[src/rtl/byte_word_packer_pkg.sv]
// Shared widths, keep-mask type and queue entry layout for the byte-to-word packer.
package packer_pkg;
    localparam int BYTE_W = 8;
    localparam int LANES  = 4;
    localparam int WORD_W = 32;

    typedef logic [LANES-1:0]  keep_t;
    typedef logic [WORD_W-1:0] word_t;

    typedef struct packed {
        keep_t keep;
        word_t data;
    } entry_t;

    // Mask with the low cnt bits set; cnt runs 0..4 so a full word yields 4'b1111.
    function automatic keep_t lane_mask(input logic [2:0] cnt);
        logic [LANES:0] m;
        m = (5'b00001 << cnt) - 5'b00001;
        return m[LANES-1:0];
    endfunction
endpackage

[src/rtl/byte_word_packer_if.sv]
// Byte-in / word-out signal bundle between the packer and its neighbours.
interface byte_word_packer_if #(parameter int DEPTH = 4);
    import packer_pkg::*;
    localparam int LW = $clog2(DEPTH) + 1;

    logic [BYTE_W-1:0] din;
    logic              din_valid;
    logic              flush;
    word_t             dout_data;
    keep_t             dout_keep;
    logic              dout_valid;
    logic              dout_ready;
    logic [LW-1:0]     level;
    logic              overflow;

    modport master (
        output din, din_valid, flush, dout_ready,
        input  dout_data, dout_keep, dout_valid, level, overflow
    );

    modport slave (
        input  din, din_valid, flush, dout_ready,
        output dout_data, dout_keep, dout_valid, level, overflow
    );
endinterface

[src/rtl/byte_word_packer_queue.sv]
// DEPTH-entry word FIFO: synchronous write, combinational head read, owns pointer/level math.
module word_queue
    import packer_pkg::*;
#(
    parameter int DEPTH = 4
) (
    input  logic                     clk,
    input  logic                     rst,
    input  logic                     push,
    input  entry_t                   push_entry,
    input  logic                     pop,
    output entry_t                   head,
    output logic                     full,
    output logic                     empty,
    output logic [$clog2(DEPTH):0]   level
);
    localparam int AW = $clog2(DEPTH);

    entry_t          mem [DEPTH];
    logic [AW-1:0]   wptr;
    logic [AW-1:0]   rptr;
    logic            do_pop;

    assign empty  = (level == '0);
    assign full   = (level == (AW+1)'(DEPTH));
    assign head   = mem[rptr];
    assign do_pop = pop && !empty;

    always_ff @(posedge clk) begin
        if (push) begin
            mem[wptr] <= push_entry;
        end
    end

    always_ff @(posedge clk) begin
        if (rst) begin
            wptr  <= '0;
            rptr  <= '0;
            level <= '0;
        end else begin
            if (push) begin
                wptr <= wptr + AW'(1);
            end
            if (do_pop) begin
                rptr <= rptr + AW'(1);
            end
            case ({push, do_pop})
                2'b10:   level <= level + (AW+1)'(1);
                2'b01:   level <= level - (AW+1)'(1);
                default: level <= level;
            endcase
        end
    end
endmodule

[src/rtl/byte_word_packer.sv]
// Packs up to four bytes per word with a keep mask; input never stalls, words
// that find the queue full (and not draining) are dropped into a sticky overflow flag.
module byte_word_packer
    import packer_pkg::*;
#(
    parameter int DEPTH = 4
) (
    input  logic                   clk,
    input  logic                   rst,
    byte_word_packer_if.slave      bus
);
    localparam logic [1:0] ST_EMPTY = 2'd0;
    localparam logic [1:0] ST_FILL1 = 2'd1;
    localparam logic [1:0] ST_FILL2 = 2'd2;
    localparam logic [1:0] ST_FILL3 = 2'd3;

    logic [1:0]          idx;
    word_t               acc;
    word_t               merged;
    logic [2:0]          cnt;
    logic                done;
    logic                push;
    logic                pop;
    logic                drop;
    logic                overflow_q;
    entry_t              new_entry;
    entry_t              head;
    logic                q_full;
    logic                q_empty;
    logic [$clog2(DEPTH):0] q_level;

    // The incoming byte is merged before the flush decision so a same-cycle
    // byte+flush yields one word that includes that byte.
    always_comb begin
        merged = acc;
        if (bus.din_valid) begin
            merged[{idx, 3'b000} +: BYTE_W] = bus.din;
        end
        cnt  = {1'b0, idx} + {2'b00, bus.din_valid};
        done = (bus.din_valid && (idx == ST_FILL3)) || (bus.flush && (cnt != 3'd0));
    end

    assign pop            = !q_empty && bus.dout_ready;
    assign push           = done && (!q_full || pop);
    assign drop           = done && q_full && !pop;
    assign new_entry.data = merged;
    assign new_entry.keep = lane_mask(cnt);

    always_ff @(posedge clk) begin
        if (rst) begin
            idx        <= ST_EMPTY;
            acc        <= '0;
            overflow_q <= 1'b0;
        end else begin
            if (done) begin
                idx <= ST_EMPTY;
                acc <= '0;
            end else if (bus.din_valid) begin
                idx <= idx + 2'd1;
                acc <= merged;
            end
            if (drop) begin
                overflow_q <= 1'b1;
            end
        end
    end

    word_queue #(.DEPTH(DEPTH)) u_queue (
        .clk        (clk),
        .rst        (rst),
        .push       (push),
        .push_entry (new_entry),
        .pop        (pop),
        .head       (head),
        .full       (q_full),
        .empty      (q_empty),
        .level      (q_level)
    );

    // Head contents are forced to zero while the queue is empty.
    assign bus.dout_valid = !q_empty;
    assign bus.dout_data  = q_empty ? '0 : head.data;
    assign bus.dout_keep  = q_empty ? '0 : head.keep;
    assign bus.level      = q_level;
    assign bus.overflow   = overflow_q;
endmodule

[src/flat_wrapper.sv]
// flat-port wrapper written by rule: the top's interface ports become plain ports
module byte_word_packer_flat import packer_pkg::*;
#(
    parameter int DEPTH = 4
)
  (clk, rst, bus_din, bus_din_valid, bus_flush, bus_dout_ready, bus_dout_data, bus_dout_keep, bus_dout_valid, bus_level, bus_overflow);
  byte_word_packer_if #(.DEPTH(DEPTH)) bus_i ();
  input  logic clk;
  input  logic rst;
  input wire logic [$bits(bus_i.din)-1:0] bus_din;
  input wire logic [$bits(bus_i.din_valid)-1:0] bus_din_valid;
  input wire logic [$bits(bus_i.flush)-1:0] bus_flush;
  input wire logic [$bits(bus_i.dout_ready)-1:0] bus_dout_ready;
  output wire logic [$bits(bus_i.dout_data)-1:0] bus_dout_data;
  output wire logic [$bits(bus_i.dout_keep)-1:0] bus_dout_keep;
  output wire logic [$bits(bus_i.dout_valid)-1:0] bus_dout_valid;
  output wire logic [$bits(bus_i.level)-1:0] bus_level;
  output wire logic [$bits(bus_i.overflow)-1:0] bus_overflow;
  assign bus_i.din = bus_din;
  assign bus_i.din_valid = bus_din_valid;
  assign bus_i.flush = bus_flush;
  assign bus_i.dout_ready = bus_dout_ready;
  assign bus_dout_data = bus_i.dout_data;
  assign bus_dout_keep = bus_i.dout_keep;
  assign bus_dout_valid = bus_i.dout_valid;
  assign bus_level = bus_i.level;
  assign bus_overflow = bus_i.overflow;
  byte_word_packer #(.DEPTH(DEPTH)) u_core (.clk(clk), .rst(rst), .bus(bus_i));
endmodule
[config.mk]
export PLATFORM = sky130hd
export DESIGN_NAME = byte_word_packer_flat
export DESIGN_NICKNAME = d
export VERILOG_FILES = /design/src/rtl/byte_word_packer_pkg.sv /design/src/rtl/byte_word_packer_if.sv /design/src/rtl/byte_word_packer_queue.sv /design/src/rtl/byte_word_packer.sv /design/src/flat_wrapper.sv
export SDC_FILE = /design/constraint.sdc
export NUM_CORES = 1
export LEC_CHECK = 0
export CORE_ASPECT_RATIO = 1.1
export CORE_MARGIN = 5
export CORE_UTILIZATION = 44
export CTS_BUF_LIST = sky130_fd_sc_hd__clkbuf_16
export DETAILED_ROUTE_END_ITERATION = 6
export PLACE_DENSITY = 0.62
export SLEW_MARGIN = 20
export SYNTH_ARGS = -nofsm -noshare
export SYNTH_HDL_FRONTEND = slang
export SYNTH_SLANG_ARGS = --single-unit
[constraint.sdc]
create_clock -name clk -period 3.47 [get_ports clk]
set_input_delay 0.347 -clock clk [delete_from_list [all_inputs] [get_ports clk]]
set_output_delay 0.347 -clock clk [all_outputs]
set_load 0.02 [all_outputs]
==> impl_results.md, run 1 <==
* Status: finished, final reports clean
* Sequential share of the synthesized area at 0.692
* Vias/cell at 5.47
* GR peak layer: met2
* WL/cell at 19.8 um
* Initial DRC Count at 335
* Filler cells at 1366
* 1st-pass router iterations at 4
* Clk sinks at 188
* Final period util at 0.811
* Minimum clock period after layout at 2810 ps
* Tightest Pin Transition at 648 ps
* Crit path DAT at 2470 ps
* TritonCTS Buffers at 17
* RePlAce Congestion at 0.756
* IO buf count at 53
* Worst hold path type: reg -> reg
* Final core utilization at 0.526
* Io pins at 54
* Worst Skew at 5.60 ps
* Synthesized area at 0.00752 sq mm
* Vias at 3924
* Pleak at 3.00 nW
* Clk Latency, worst-skew pair at 420 ps
* Initial Utilization at 0.445
* Gr usage total at 0.151
* EDFF count, synth at 144
* Avg Synthesized Cell Area at 17.2 sq um
* Net Count, Synth at 465
* Grt met1 use at 0.185
* Register Area at 0.00521 sq mm
* Max Transition Viols Final at 0
* Routed WL at 14200 um
* Delay-heaviest family, CP: buffers and inverters
* Post-CTS Resized at 0
* Post-CTS Hold Fix Bufs at 0
* Final setup violation count at 0
* Clock Path Buffers at 2
* Area Growth Syn to Fin at 18.3%
* Ant. Diodes at 0
* Initial antenna violation count at 0
* Slew margin rel. at 0.562
* Crit Path Max Fanout at 21
* DRC viols at 0
* Crit path buffers/inverters at 2
* Max Clock Freq at 355 MHz
* XOR/XNOR Fraction of Synth Area at 0.00699
* Post-CTS Setup Bufs at 0
* Final Hold Fails at 0
* Main combinational cell family by area after synthesis: multiplexers
* Critical Path Start Type: register
* Complex-gate fraction of the synthesized area at 0.0559
* Synth Area in Simple Gates at 0.0892
* Unrepaired setup endpoints after global routing: no
* Yosys reg bits at 188
* Slowest-stage cell, CP: clkdlybuf4s50_1
* YS warnings at 0
* Commonest cells after routing, fill and taps aside: edfxtp_1, clkdlybuf4s50_1, dfxtp_1, and2_1, mux4_2
* Setup TNS Final at 0 ps
* Ys flop type: edfxtp_1
* Root Driver: clkbuf_16
* Largest net degree at the start of global routing at 37
* Power Density at 737 mW/mm^2
* Max Cap Viol at 0
* Met3 Resource Use GR at 0.0387
* Post-DRT Antenna Nets at 0
* Cell variety after synth at 40
* Grt ovf at 0
* TritonCTS clock tree: built
* Floorplan die height at 147 um
* CP Cell Sequence: or3_1 > buf_4 > and2_1 > clkdlybuf4s50_1
* CP max stage delay at 600 ps
* Post-DP HPWL at 8530 um
* VDD IR max at 0.522 mV
* Vias in the first global route at 4186
* M2 GR Usage at 0.261
* Core box area at 0.0169 sq mm
* H-Tree Depth at 4
* Global-route wire length before repair at 22600 um
* Share of post-route cells with drive strength above 1 at 0.176
* Mux cell area share after synthesis at 0.109
* Clock-pin slew on the worst setup and hold paths at 60 ps
* Critical Path RT at 3120 ps
* Die ar. at 0.0198 sq mm
* Kind of end point of the critical path: output port
* Critical path class: reg -> out
* Most common cell after layout, fill and taps aside: edfxtp_1
* Asr flop ratio synth at 0
* Multi-input logic area at 0.00215 sq mm
* Final nets at 524
* DIE WIDTH at 135 um
* FP Rows at 50
* Post-Syn Instances at 438
* Adder-cell share of the synthesized area at 0.0243
[cells by family after synthesis]
logic type | Yosys count
compound gates | 54
xor+xnor | 6
fa+ha+maj | 14
buf+inv | 32
flops | 188
mux | 37
simple gates | 107
[cell type report]
class / instances / share of cell area
multi-input cells: 218 / 0.241
flip-flops and latches: 188 / 0.585
inverters: 10 / 0.00422
well taps: 208 / 0.0293
repair buffers: 62 / 0.0743
clock buffers: 17 / 0.0478
clock inverters: 15 / 0.0174
[state kept, by name, indices dropped and copies added (netlist names), named ones only]
register / count
u_core.u_queue.mem: 144
u_core.bus.overflow: 1
u_core.idx: 2
u_core.u_queue.level: 3
u_core.u_queue.rptr: 2
u_core.u_queue.wptr: 2
u_core.acc: 32
[synth_stat cells, types with 5 or more instances]
cell type / instances / area (sq um)
a21oi_1: 13 / 65.1
a22o_1: 31 / 272
and2_1: 38 / 238
buf_2: 5 / 25.0
clkbuf_1: 6 / 22.5
dfxtp_1: 44 / 881
edfxtp_1: 144 / 4320
ha_1: 13 / 163
inv_1: 10 / 37.5
mux4_2: 36 / 811
nand2_1: 5 / 18.8
nor2_1: 20 / 75.1
nor2b_1: 13 / 81.3
nor2b_2: 12 / 105
o21ai_0: 5 / 25.0
[power breakdown]
group / internal, mW / switching, mW / total (mW)
clock: 1.12 / 0.781 / 1.90
sequential: 2.58 / 0.0600 / 2.64
combinational: 0.993 / 1.02 / 2.01
total: 4.69 / 1.86 / 6.55
[through the flow]
stage	std cells	hold WS (ps)	total power [mW]	instance area, sq um	worst slack (ps)
final	718	431	6.55	8890	657
after global placement	686	416	4.73	8310	566
after global routing	718	447	6.85	8890	447
after CTS	718	432	6.65	8890	558
after detailed placement	686	423	4.75	8310	457
after floorplan	438	409	3.94	7520	822
[path summary, 6_finish.rpt]
path,slack (ps),startpoint,cells after the start,end
max,660,u_core.u_queue.level[0],4,bus_dout_keep[1]
max reg2reg,740,u_core.idx[0],11,u_core.u_queue.level[2]
min reg2reg,430,u_core.acc[30],2,u_core.acc[30]
min,430,u_core.acc[30],2,u_core.acc[30]
[metal layers]
layer	wire [um]	up-vias
met3	663	17
met5	0	-
met4	237	0
met2	7400	80
met1	5900	2025
li1	-	1802
[tightest hold or removal path, cell delays in order, from the launching register on]
cell,delay [ps]
dfxtp_1,310
inv_1,50
nor2_1,30
Power figures use the tool's default switching activity.
==> run 2: changes to the inputs <==
clock period = 2.7 ns   (was 3.47 ns; I/O delays follow)
==> impl_results.md, run 2 (synthesis results as in run 1) <==
* Status: finished, final reports clean
* Post-DRT Antenna Nets at 0 (unchanged)
* Minimum clock period after layout at 2610 ps
* Crit path DAT at 2340 ps (-130 ps)
* Grt ovf at 0 (unchanged)
* Crit path to: bus_dout_data[0]
* Worst Slack Setup Final at 91.2 ps (-566 ps)
* Clk Latency, worst-skew pair at 420 ps (about the same)
* RR Startpoint: u_core.idx[0]
* Core box area at 0.0169 sq mm (unchanged)
* Area Growth Syn to Fin at 19.9%
* Final setup violation count at 0 (unchanged)
* Final period util at 0.966
* Critical Path Start Type: register
* Place WS at -111 ps (-568 ps)
* Post-CTS Hold Fix Bufs at 0 (unchanged)
* Max Transition Viols Final at 0 (unchanged)
* DRC viols at 0 (unchanged)
* Vias/cell at 5.36 (-1.9%)
* Post-DP HPWL at 8680 um (+1.7%)
* Initial antenna violation count at 0 (unchanged)
* H-Tree Depth at 4 (unchanged)
* Worst hold path type: reg -> reg
* Crit Path Max Fanout at 17 (-19%)
* IO buf count at 53 (unchanged)
* Share of post-route cells with drive strength above 1 at 0.200 (+0.0239)
* Io pins at 54 (unchanged)
* 1st-pass router iterations at 4 (unchanged)
* Clock-pin slew on the worst setup and hold paths at 60 ps (about the same)
* TritonCTS Buffers at 17 (unchanged)
* Tightest Pin Transition at 592 ps (-56.8 ps)
* Slew margin rel. at 0.600 (+0.0384)
* Largest regs: u_core.u_queue.mem (144), u_core.acc (32), u_core.u_queue.level (3)
* Register-to-register setup slack at 350 ps (-390 ps)
* WL/cell at 19.9 um (+0.84%)
* VDD IR max at 0.571 mV (+9.5%)
* Final Hold Fails at 0 (unchanged)
* Reg with most FFs: u_core.u_queue.mem
* Critical path class: reg -> out
* R2R cell count at 11 (unchanged)
* Die ar. at 0.0198 sq mm (unchanged)
* Largest net degree at the start of global routing at 37 (unchanged)
* Vias at 3923 (-0.025%)
* Critical Path RT at 2430 ps (-690 ps)
* Worst Skew at 10.8 ps (+5.17 ps)
* Reg2reg end: u_core.u_queue.level[2]
* Power Density at 927 mW/mm^2 (+26%)
* Max Clock Freq at 383 MHz
* RePlAce Congestion at 0.738 (-2.4%)
* Kind of end point of the critical path: output port
* Root Driver: clkbuf_16
* Final nets at 539 (+2.9%)
* Routed WL at 14600 um (+2.8%)
* Initial Utilization at 0.445 (unchanged)
* Floorplan die height at 147 um (unchanged)
* Max Cap Viol at 0 (unchanged)
* DIE WIDTH at 135 um (unchanged)
* Unrepaired setup endpoints after global routing: no
* Max reg flops at 144 (unchanged)
* TritonCTS clock tree: built
* FP Rows at 50 (unchanged)
* Most common cell after layout, fill and taps aside: edfxtp_1
* Hold Worst Slack at 438 ps (+7.04 ps)
* Vias in the first global route at 4213 (+0.65%)
* Global-route wire length before repair at 22700 um (+0.42%)
* Ant. Diodes at 0 (unchanged)
* Initial DRC Count at 283 (-16%)
* Pleak at 3.19 nW (+6.2%)
* Clk sinks at 188 (unchanged)
* Gr usage total at 0.152 (+0.000866)
* Commonest cells after routing, fill and taps aside: edfxtp_1, clkdlybuf4s50_1, dfxtp_1, and2_1, mux4_2
* Final core utilization at 0.533 (+0.00696)
* Clock Path Buffers at 2 (unchanged)
## run 2: per-stage QoR
| stage | instances | total power, mW | TNS, ps | area, sq um |
|---|---|---|---|---|
| CTS | 729 | 8.41 | 0 | 8940 |
| global route | 732 | 8.77 | 0 | 9010 |
| detailed placement | 698 | 6.18 | -111 | 8410 |
| global placement | 698 | 6.13 | -4.41 | 8410 |
| floorplan | 438 | 5.07 | 0 | 7520 |
| finish | 732 | 8.36 | 0 | 9010 |
## run 2: report_power, final
| part | leakage (nW) | internal, mW | total [mW] | switching [mW] |
|---|---|---|---|---|
| registers | 1.72 | 3.32 | 3.40 | 0.0889 |
| logic | 1.21 | 1.35 | 2.70 | 1.35 |
| clock network | 0.264 | 1.25 | 2.25 | 1.00 |
| total | 3.19 | 5.92 | 8.36 | 2.44 |
## run 2: critical path: stages, from the launching register on
cell and delay (ps):
dfxtp_2 430, clkbuf_16 250, mux4_2 520, and2_1 170
clkdlybuf4s50_1 530
## run 2: repair_timing
action                                  4_1_cts  5_1_grt
setup buffers                                 0        2
gates cloned                                  0        1
resized for setup                             2        8
endpoints found under the setup margin        2       25
## run 2: cell type report
class                      instances  area, sq um
fill                            1381         7880
tap                              208          260
clock buffer                      17          425
multi-input combinational        218         2150
timing repair buffer              77          826
clock inverter                    14          108
sequential                       188         5210
inverter                          10         37.5
## run 2: worst min-delay path by stage
stage                                end            from  depth (start not counted)  slack (ps)
after global placement    u_core.acc[30]  u_core.acc[30]                          2         420
after CTS                 u_core.acc[30]  u_core.acc[30]                          2         440
after global routing      u_core.acc[30]  u_core.acc[30]                          2         460
final                     u_core.acc[30]  u_core.acc[30]                          2         440
after floorplan           u_core.acc[24]      bus_din[0]                          2         410
after detailed placement  u_core.acc[30]  u_core.acc[30]                          2         430
## run 2: routing by layer
layer,up-vias,GRT usage,part of all wire
met5,-,0,0
met4,0,0.0580,0.018
met3,14,0.0397,0.044
met2,84,0.260,0.51
met1,1996,0.185,0.43
li1,1829,-,-
